$ cat src/rtl/uart_pkg.sv
// uart_pkg: shared constants, byte-FSM state type and baud helper for the quad-word UART receiver
package uart_pkg;
  localparam int FRAME_BYTES = 8;
  localparam int WORD_W = 16;
  localparam int BYTE_W = 8;
  localparam int IDX_W = $clog2(FRAME_BYTES);
  typedef enum logic [2:0] {IDLE, START, DATA, STOP, WAIT_HIGH} rx_state_e;
  function automatic int clks_per_bit(input int clk_freq, input int baud_rate);
    return clk_freq / baud_rate;
  endfunction
endpackage

$ cat src/rtl/uart_frame_rx_if.sv
// uart_frame_rx_if: serial line in, packed frame words and status pulses out
//   slave  (receiver): rx in; q0..q3, valid, frame_err, busy out
//   master (line/env): rx out; q0..q3, valid, frame_err, busy in
interface uart_frame_rx_if;
  import uart_pkg::*;
  logic rx;
  logic [WORD_W-1:0] q0, q1, q2, q3;
  logic valid, frame_err, busy;
  modport slave (input rx, output q0, q1, q2, q3, valid, frame_err, busy);
  modport master (output rx, input q0, q1, q2, q3, valid, frame_err, busy);
endinterface

$ cat src/rtl/uart_byte_rx.sv
// uart_byte_rx: 2-flop rx synchroniser plus 8N1 byte FSM with mid-bit sampling
//   clk, rst     : clock, asynchronous active-high reset
//   rx           : raw serial line, idle high
//   byte_valid   : one-cycle pulse, one cycle after a good stop sample
//   byte_data    : received byte, stable while byte_valid is high
//   stop_err     : one-cycle pulse, one cycle after a low stop sample
//   start_det    : combinational, high on the edge that leaves IDLE
//   false_start  : combinational, high on the edge a start bit is rejected
module uart_byte_rx
  import uart_pkg::*;
#(
  parameter int CLKS_PER_BIT = 434
) (
  input  logic              clk,
  input  logic              rst,
  input  logic              rx,
  output logic              byte_valid,
  output logic [BYTE_W-1:0] byte_data,
  output logic              stop_err,
  output logic              start_det,
  output logic              false_start
);
  localparam int CW = $clog2(CLKS_PER_BIT);
  localparam logic [CW-1:0] HALF_M1 = CW'(CLKS_PER_BIT / 2 - 1);
  localparam logic [CW-1:0] FULL_M1 = CW'(CLKS_PER_BIT - 1);
  rx_state_e state_q, state_d;
  logic [1:0] sync_q, sync_d;
  logic [CW-1:0] cnt_q, cnt_d;
  logic [2:0] bit_q, bit_d;
  logic [BYTE_W-1:0] shift_q, shift_d;
  logic byte_valid_q, byte_valid_d, stop_err_q, stop_err_d;
  logic rx_s, tick;
  assign rx_s = sync_q[1];
  assign byte_valid = byte_valid_q;
  assign byte_data = shift_q;
  assign stop_err = stop_err_q;
  always_comb begin
    sync_d = {sync_q[0], rx};
    state_d = state_q;
    cnt_d = cnt_q + 1'b1;
    bit_d = bit_q;
    shift_d = shift_q;
    byte_valid_d = 1'b0;
    stop_err_d = 1'b0;
    start_det = 1'b0;
    false_start = 1'b0;
    // START waits half a bit to reach mid-bit; every later sample is a full bit on
    tick = cnt_q == (state_q == START ? HALF_M1 : FULL_M1);
    case (state_q)
      IDLE: begin
        cnt_d = '0;
        if (!rx_s) begin
          state_d = START;
          start_det = 1'b1;
        end
      end
      START: if (tick) begin
        cnt_d = '0;
        bit_d = '0;
        false_start = rx_s;
        state_d = rx_s ? IDLE : DATA;
      end
      DATA: if (tick) begin
        cnt_d = '0;
        shift_d = {rx_s, shift_q[BYTE_W-1:1]};
        bit_d = bit_q + 1'b1;
        state_d = bit_q == 3'd7 ? STOP : DATA;
      end
      STOP: if (tick) begin
        cnt_d = '0;
        byte_valid_d = rx_s;
        stop_err_d = !rx_s;
        state_d = rx_s ? IDLE : WAIT_HIGH;
      end
      WAIT_HIGH: begin
        // a held-low line (break) must not look like a new start bit
        cnt_d = '0;
        state_d = rx_s ? IDLE : WAIT_HIGH;
      end
      default: state_d = IDLE;
    endcase
  end
  always_ff @(posedge clk or posedge rst)
    if (rst) begin
      state_q <= IDLE;
      sync_q <= 2'b11;
      cnt_q <= '0;
      bit_q <= '0;
      shift_q <= '0;
      byte_valid_q <= 1'b0;
      stop_err_q <= 1'b0;
    end else begin
      state_q <= state_d;
      sync_q <= sync_d;
      cnt_q <= cnt_d;
      bit_q <= bit_d;
      shift_q <= shift_d;
      byte_valid_q <= byte_valid_d;
      stop_err_q <= stop_err_d;
    end
endmodule

$ cat src/rtl/uart_frame_rx.sv
// uart_frame_rx: receives 8N1 bytes and packs each group of 8 into four little-endian 16-bit words
//   clk, rst : clock, asynchronous active-high reset
//   bus      : uart_frame_rx_if.slave -- rx in; q0..q3 (last frame), valid (1-cycle),
//              frame_err (1-cycle, bad stop bit), busy (partial frame pending) out
//   Build option RX_TIMEOUT_EN: an idle gap of TIMEOUT_BITS bit times discards a partial frame.
module uart_frame_rx
  import uart_pkg::*;
#(
  parameter int CLK_FREQ = 50000000,
  parameter int BAUD_RATE = 115200,
  parameter int CLKS_PER_BIT = clks_per_bit(CLK_FREQ, BAUD_RATE),
  parameter int TIMEOUT_BITS = 20
) (
  input logic clk,
  input logic rst,
  uart_frame_rx_if.slave bus
);
  localparam int FW = FRAME_BYTES * BYTE_W;
  logic byte_valid, stop_err, start_det, false_start, timeout, complete;
  logic [BYTE_W-1:0] byte_data;
  logic [FRAME_BYTES-1:0][BYTE_W-1:0] bytes_q, bytes_d;
  logic [FW-1:0] frame_q, frame_d;
  logic [IDX_W-1:0] idx_q, idx_d;
  logic valid_q, valid_d, frame_err_q, frame_err_d, busy_q, busy_d;
  if (CLKS_PER_BIT < 4 || TIMEOUT_BITS < 1) begin : g_bad_cfg
    $error("uart_frame_rx: CLKS_PER_BIT must be >= 4 and TIMEOUT_BITS >= 1");
  end
  uart_byte_rx #(.CLKS_PER_BIT(CLKS_PER_BIT)) u_byte (
    .clk(clk),
    .rst(rst),
    .rx(bus.rx),
    .byte_valid(byte_valid),
    .byte_data(byte_data),
    .stop_err(stop_err),
    .start_det(start_det),
    .false_start(false_start)
  );
`ifdef RX_TIMEOUT_EN
  localparam int TO_CLKS = TIMEOUT_BITS * CLKS_PER_BIT;
  localparam int GW = $clog2(TO_CLKS + 1);
  logic [GW-1:0] gap_q, gap_d;
  logic in_byte_q, in_byte_d;
  always_comb begin
    // in_byte tracks a byte in flight, so the gap only counts between bytes
    in_byte_d = start_det ? 1'b1 : (byte_valid || stop_err || false_start) ? 1'b0 : in_byte_q;
    timeout = !start_det && !in_byte_q && idx_q != '0 && gap_q == GW'(TO_CLKS - 1);
    gap_d = (start_det || timeout || in_byte_q || idx_q == '0) ? '0 : gap_q + 1'b1;
  end
  always_ff @(posedge clk or posedge rst)
    if (rst) begin
      gap_q <= '0;
      in_byte_q <= 1'b0;
    end else begin
      gap_q <= gap_d;
      in_byte_q <= in_byte_d;
    end
`else
  assign timeout = 1'b0;
`endif
  always_comb begin
    complete = byte_valid && idx_q == IDX_W'(FRAME_BYTES - 1);
    bytes_d = bytes_q;
    if (byte_valid) bytes_d[idx_q] = byte_data;
    // byte 0 sits in the low bits, so the byte array is already {q3,q2,q1,q0}
    frame_d = complete ? bytes_d : frame_q;
    idx_d = (stop_err || timeout) ? '0 : byte_valid ? idx_q + 1'b1 : idx_q;
    valid_d = complete;
    frame_err_d = stop_err;
    // a start in the same cycle as completion begins the next frame, so it wins
    busy_d = start_det ? 1'b1
           : (complete || stop_err || timeout || (false_start && idx_q == '0)) ? 1'b0
           : busy_q;
  end
  always_ff @(posedge clk or posedge rst)
    if (rst) begin
      bytes_q <= '0;
      frame_q <= '0;
      idx_q <= '0;
      valid_q <= 1'b0;
      frame_err_q <= 1'b0;
      busy_q <= 1'b0;
    end else begin
      bytes_q <= bytes_d;
      frame_q <= frame_d;
      idx_q <= idx_d;
      valid_q <= valid_d;
      frame_err_q <= frame_err_d;
      busy_q <= busy_d;
    end
  assign bus.q0 = frame_q[WORD_W-1:0];
  assign bus.q1 = frame_q[2*WORD_W-1:WORD_W];
  assign bus.q2 = frame_q[3*WORD_W-1:2*WORD_W];
  assign bus.q3 = frame_q[4*WORD_W-1:3*WORD_W];
  assign bus.valid = valid_q;
  assign bus.frame_err = frame_err_q;
  assign bus.busy = busy_q;
endmodule

$ cat src/flat_wrapper.sv
// flat-port wrapper written by rule: the top's interface ports become plain ports
module uart_frame_rx_flat import uart_pkg::*;
#(
  parameter int CLK_FREQ = 50000000,
  parameter int BAUD_RATE = 115200,
  parameter int CLKS_PER_BIT = clks_per_bit(CLK_FREQ, BAUD_RATE),
  parameter int TIMEOUT_BITS = 20
)
  (clk, rst, bus_rx, bus_q0, bus_q1, bus_q2, bus_q3, bus_valid, bus_frame_err, bus_busy);
  uart_frame_rx_if bus_i ();
  input logic clk;
  input logic rst;
  input wire logic [$bits(bus_i.rx)-1:0] bus_rx;
  output wire logic [$bits(bus_i.q0)-1:0] bus_q0;
  output wire logic [$bits(bus_i.q1)-1:0] bus_q1;
  output wire logic [$bits(bus_i.q2)-1:0] bus_q2;
  output wire logic [$bits(bus_i.q3)-1:0] bus_q3;
  output wire logic [$bits(bus_i.valid)-1:0] bus_valid;
  output wire logic [$bits(bus_i.frame_err)-1:0] bus_frame_err;
  output wire logic [$bits(bus_i.busy)-1:0] bus_busy;
  assign bus_i.rx = bus_rx;
  assign bus_q0 = bus_i.q0;
  assign bus_q1 = bus_i.q1;
  assign bus_q2 = bus_i.q2;
  assign bus_q3 = bus_i.q3;
  assign bus_valid = bus_i.valid;
  assign bus_frame_err = bus_i.frame_err;
  assign bus_busy = bus_i.busy;
  uart_frame_rx #(.CLK_FREQ(CLK_FREQ), .BAUD_RATE(BAUD_RATE), .CLKS_PER_BIT(CLKS_PER_BIT), .TIMEOUT_BITS(TIMEOUT_BITS)) u_core (.clk(clk), .rst(rst), .bus(bus_i));
endmodule
$ cat config.mk
export PLATFORM = sky130hd
export DESIGN_NAME = uart_frame_rx_flat
export DESIGN_NICKNAME = d
export VERILOG_FILES = /design/src/rtl/uart_pkg.sv /design/src/rtl/uart_frame_rx_if.sv /design/src/rtl/uart_byte_rx.sv /design/src/rtl/uart_frame_rx.sv /design/src/flat_wrapper.sv
export SDC_FILE = /design/constraint.sdc
export NUM_CORES = 1
export LEC_CHECK = 0
export CAP_MARGIN = 30
export CORE_MARGIN = 2
export CORE_UTILIZATION = 51
export DETAILED_ROUTE_END_ITERATION = 8
export GPL_TIMING_DRIVEN = 0
export PLACE_DENSITY = 0.76
export SYNTH_ARGS = -nofsm -noshare
export SYNTH_HDL_FRONTEND = slang
export SYNTH_SLANG_ARGS = --single-unit
$ cat constraint.sdc
create_clock -name clk -period 5.58 [get_ports clk]
set_clock_uncertainty 0.05 [all_clocks]
set_input_delay 1.116 -clock clk [delete_from_list [all_inputs] [get_ports clk]]
set_output_delay 1.116 -clock clk [all_outputs]
set_load 0.005 [all_outputs]
=== Word level (Yosys, flattened, before mapping) ===
Index checks and enable logic that the tools add are counted.

* Register bits after elaboration: 161
* Input port bits: 3
* Output and inout port bits: 67
* Logic and storage cells: 81

* $add $sub $neg: 3
* Magnitude comparators: 2
* Equal/unequal tests: 11
* Mux-type cells: 29
* Reduce and logical (&&, ||, !) cells: 16

{| class="wikitable"
|+ Operators with widths
! kind !! number
|-
| $bwmux W64 || 1
|-
| $mux W64 || 1
|-
| $mux W3 || 9
|-
| $demux W8 S3 || 1
|-
| $mux W9 || 2
|-
| $pmux W9 S2 || 1
|-
| $pmux W3 S5 || 1
|-
| $mux W1 || 10
|-
| $add A9 B1 Y9 const B || 1
|-
| $eq A3 B3 Y1 const B || 3
|-
| $eq A9 B9 Y1 || 1
|-
| $mux W8 || 1
|-
| $ne A2 B2 Y1 const B || 4
|-
| $add A3 B1 Y3 const B || 2
|-
| $eq A3 B2 Y1 const B || 2
|-
| $logic_not A3 Y1 || 2
|-
| $pmux W3 S2 || 1
|-
| $reduce_bool A2 Y1 || 3
|-
| $lt A3 B4 Y1 const B || 1
|-
| $reduce_and A4 Y1 || 1
|-
| $eq A3 B1 Y1 const B || 1
|-
| $ge A3 B1 Y1 const B || 1
|-
| $logic_and A1 B1 Y1 || 3
|-
| $reduce_and A3 Y1 || 1
|-
| 6 further kinds || 7
|}

=== Depth between registers and ports, before layout ===
* Word-level depth: 9
* Depth in mapped cells: 6

=== Hierarchy ===
From an unflattened synthesis, not the netlist that was laid out.

* Cell total of the unflattened synthesis: 411
* Area total of the unflattened synthesis: 6472.5 um2

{| class="wikitable"
|+ Modules (own cells, without submodules)
! module !! instances !! cells each !! area each (um2) !! sequential area each (um2)
|-
| uart_frame_rx || 1 || 302 || 5182.5 || 3353.2
|-
| uart_byte_rx || 1 || 109 || 1290.0 || 678.2
|}

=== Least setup slack after synthesis ===
No wires, ideal clock.

* Path kind: register to register
* Start: reg u_core.idx_q[2]
* End: reg u_core.frame_q[24]
* Arrival: 1589 ps
* Required time: 5405 ps
* Slack: 3815 ps
* Cell stages (with the launch flop): 6
* Path buffers: 1
* Clock period less this slack: 1765 ps
* Cell sequence: dfrtp_1 nand2b_4 or3_1 buf_6 mux2_4 mux2_4

{| class="wikitable"
|+ RTL lines
! item !! RTL line !! source
|-
| start: declaration || uart_frame_rx.sv:23 || <nowiki>logic [IDX_W-1:0] idx_q, idx_d;</nowiki>
|-
| start signal: assignment || uart_frame_rx.sv:85 || <nowiki>idx_q <= idx_d;</nowiki>
|-
| end signal: assignment || uart_frame_rx.sv:84 || <nowiki>frame_q <= frame_d;</nowiki>
|-
| end: declaration || uart_frame_rx.sv:22 || <nowiki>logic [FW-1:0] frame_q, frame_d;</nowiki>
|}

=== Worst setup path after layout ===
* Start: reg u_core.frame_q[0]
* End: out bus_q0[0]

{| class="wikitable"
|+ RTL lines
! item !! RTL line !! source
|-
| end: declaration || flat_wrapper.sv:14 || <nowiki>output wire logic [$bits(bus_i.q0)-1:0] bus_q0;</nowiki>
|}

No word-level cell between the ends.

==> impl_results.md <==
* Final Wtd Congestion at between 0.7 and 0.8
* I/O Buffers at just under 70
* Worst-path fanout max at 2
* Post-synth EDFFs at 0
* Antenna violations before repair at 0
* H-tree levels at 4
* Wire per inst at 17.5 um
* Largest family of logic cells by synthesized area: multiplexers
* XOR/XNOR Fraction of Synth Area at 1.08%
* Fin nets at 509
* Finished Cell Area at 7940 um^2
* Mapped Nets at 420
* Vias per cell at 5.28
* CP arrival at 1.31 ns
* Register bit total from synthesis at between 150 and 200
* Register area share after synthesis at a little over 60%
* Max_slew headroom at 44.8%
* Post-synthesis adder-cell area fraction at 1.16%
* Area of placed instances at roughly 7400 um^2
* Routed Antenna Nets at 0
* Core Region at 12500 um^2
* Post-Syn Instances at 411
* Worst reg-to-reg path cell count at 5
* Cts repair resizes at 0
* Clock buffer depth at 2
* Max stage delay on crit path at 0.52 ns
* Worst path bufs/invs at 1
* Commonest register cell after synthesis: dfrtp_1
* Post-synth ARST share at 100%
* Count of unique library cells instantiated by Yosys at 44
* Setup crit end kind: primary output
* Drt total wl at 12000 um
* Final setup viols at 0
* WHS Endpoint: u_core.u_byte.sync_q[1]
* Crit Reg-Reg Startpoint: u_core.idx_q[0]
* Area share of and/or/nand/nor cells after synthesis at 5.16%
* TritonCTS Sinks at 161
* Hold Crit Start: u_core.u_byte.sync_q[0]
* Row count at 41
* Status: finished clean
* MaxCap Viol Count at 0
* Crit path launch: u_core.frame_q[0]
* Fmax at 403 MHz
* Clk root buf: clkbuf_16
* Max rail drop VDD at approximately 0.2 mV
* RSZ-0062 raised after global routing: no
* Synthesized area at between 6000 and 7000 um^2
* Die Span X at roughly 120 um
* Clock latency at the later pin of the worst-skew pair at 0.42 ns
* Final worst path period share at 44.4%
* Drt pass-1 iters at 4
* Syn. warnings at 0
* Yosys top cell area share at between 60% and 70%
* Area delta synth->final at 22.6%
* Final hold vios at 0
* Slowest CP cell: clkdlybuf4s50_1
* Dpl ws at 3.03 ns
* Total CTS buffers at 17
* Grt total ovfl at 0
* Finished Core Util at a little under two thirds
* CTS tree: done
* Clock transition at the registers of the reported paths at 0.06 ns
* CP delay by family, top: buffers and inverters
* Tmin final at 2.48 ns
* Setup CP Type: flip-flop to primary output
* Crit-path cells: clkdlybuf4s50_1
* Cells on Worst Hold Path at 0
* Reg-to-Reg End: u_core.frame_q[32]
* Fin worst setup slack at a little over 3 ns
* PwrDens at 281 nW/um^2
* Mux cell area share after synthesis at a little over a quarter
* Top post-synthesis cells by area: dfrtp_1, mux2_2, mux2_4, mux2_1, ha_1
* Pin count of the biggest net entering global routing at 102
* Initial core utilization at 51.8%
* Cell with the most instances after synthesis: dfrtp_1
* Final Max Tran Viols at 0
* Commonest cells post-synth: dfrtp_1, mux2_2, mux2_4, nor2_1, clkbuf_1
* DIE AREA at 13600 um^2
* Min-Delay Path Class: flip-flop to flip-flop
* Residual DRC at 0
* Pleak at 3.90 nW
* Vias in the first global route at roughly 3800
* Post-DP HPWL at between 7000 and 8000 um
* Biggest area consumer among synthesized cells: dfrtp_1
* Ant. Diodes at 0
* Die H at around 120 um
* Avg Synthesized Cell Area at approximately 16 um^2
* 1st-iter DRT viols at 181
* Hold_buf cts at 0
* Reg2reg setup slack at 3.50 ns
* Fraction of layout cells with a size suffix above 1 at 35.8%
* First-pass GRT wire length at approximately 20000 um
* Vias at roughly 3600
* Compound-Gate Fraction of Synth Area at 1.31%
* Slew at the pin closest to its max-slew limit at between 0.8 and 0.9 ns
* Post-CTS Setup Inserts at 0
* Worst Path Required at between 4 and 5 ns
* All-Layer GR Usage at 19.7%
* Startpoint Class: flip-flop
* # IOs at 70
-- cells in the final DEF, fill, tap and decap left out, types with 2 or more instances in the layout --
cell,netlist,routed
nor3_2,4,4
mux2_1,7,7
mux2_4,40,40
or3_1,5,5
nand2_1,6,6
inv_1,6,5
xnor2_1,2,2
clkdlybuf4s50_1,0,69
buf_2,6,6
nor2_1,16,16
mux2_2,91,91
nand4_1,4,4
clkinvlp_4,0,2
and3_1,2,2
clkbuf_1,10,14
nand3_1,5,5
buf_4,2,2
ha_1,6,6
buf_6,4,4
and2_1,2,2
xor2_1,6,6
clkbuf_16,0,17
dfstp_2,2,2
clkbuf_8,0,4
a22o_1,2,2
o21ai_1,2,2
mux2i_1,2,2
clkinv_2,0,3
dfrtp_1,159,159
-- how the worst max path moves through the flow --
stage | end | slack [ns] | depth (start not counted)
2_1_floorplan | u_core.bus.busy | 0.07 | 1
3_3_place_gp | u_core.frame_q[1] | -1.76 | 2
3_5_place_dp | u_core.u_byte.sync_q[0] | 3.03 | 3
4_1_cts | bus_q2[0] | 3.08 | 1
5_1_grt | bus_q3[9] | 3.05 | 1
6_report | bus_q0[0] | 3.10 | 1
-- final cells by class --
class / instances / area (um^2)
clock buffers: 25 / 495
multi-input cells: 220 / 2290
flip-flops and latches: 161 / 4030
repair buffers: 70 / 718
well taps: 172 / 215
plain buffers: 22 / 128
inverters: 8 / 37.5
fillers: 961 / 4570
clock inverters: 5 / 30.0
-- power by group --
group	internal, mW	leakage [nW]	total (mW)	switching [mW]
sequential	1.17	2.22	1.17	0.000840
combinational	0.00357	1.42	0.0258	0.0223
clock	0.608	0.255	1.03	0.426
-- registers in the layout, summed over array words and instances, names as in the netlist, 2 cells and up --
signal                   count
u_core.bytes_q              64
u_core.frame_q              64
u_core.u_byte.cnt_q          9
u_core.u_byte.byte_data      8
u_core.idx_q                 3
u_core.u_byte.bit_q          3
u_core.u_byte.state_q        3
u_core.u_byte.sync_q         2
-- through the flow --
step           instances  setup TNS [ns]  total power, mW  hold slack (ns)
2_1_floorplan        411               0             1.21            0.295
3_3_place_gp         652         -277.80             1.22            0.298
3_5_place_dp         653               0             1.22            0.302
4_1_cts              683               0             2.25            0.309
5_1_grt              683               0             2.31            0.313
6_report             683               0             2.23            0.307
-- kinds of logic (layout without fill, tap and decap cells) --
logic type / count (synthesis) / count (layout)
flops: 161 / 161
mux: 140 / 140
simple gates: 55 / 55
buf+inv: 30 / 130
compound gates: 11 / 11
xor+xnor: 8 / 8
fa+ha+maj: 6 / 6
-- metal layers --
layer	track usage, %	vias to the layer above	part of all wire [%]
li1	-	1626	-
met1	26.0	1868	45
met2	31.7	93	49
met3	4.10	16	3.3
met4	8.71	0	1.9
met5	0	-	0
Note: power is estimated with default switching activity, not from simulation.
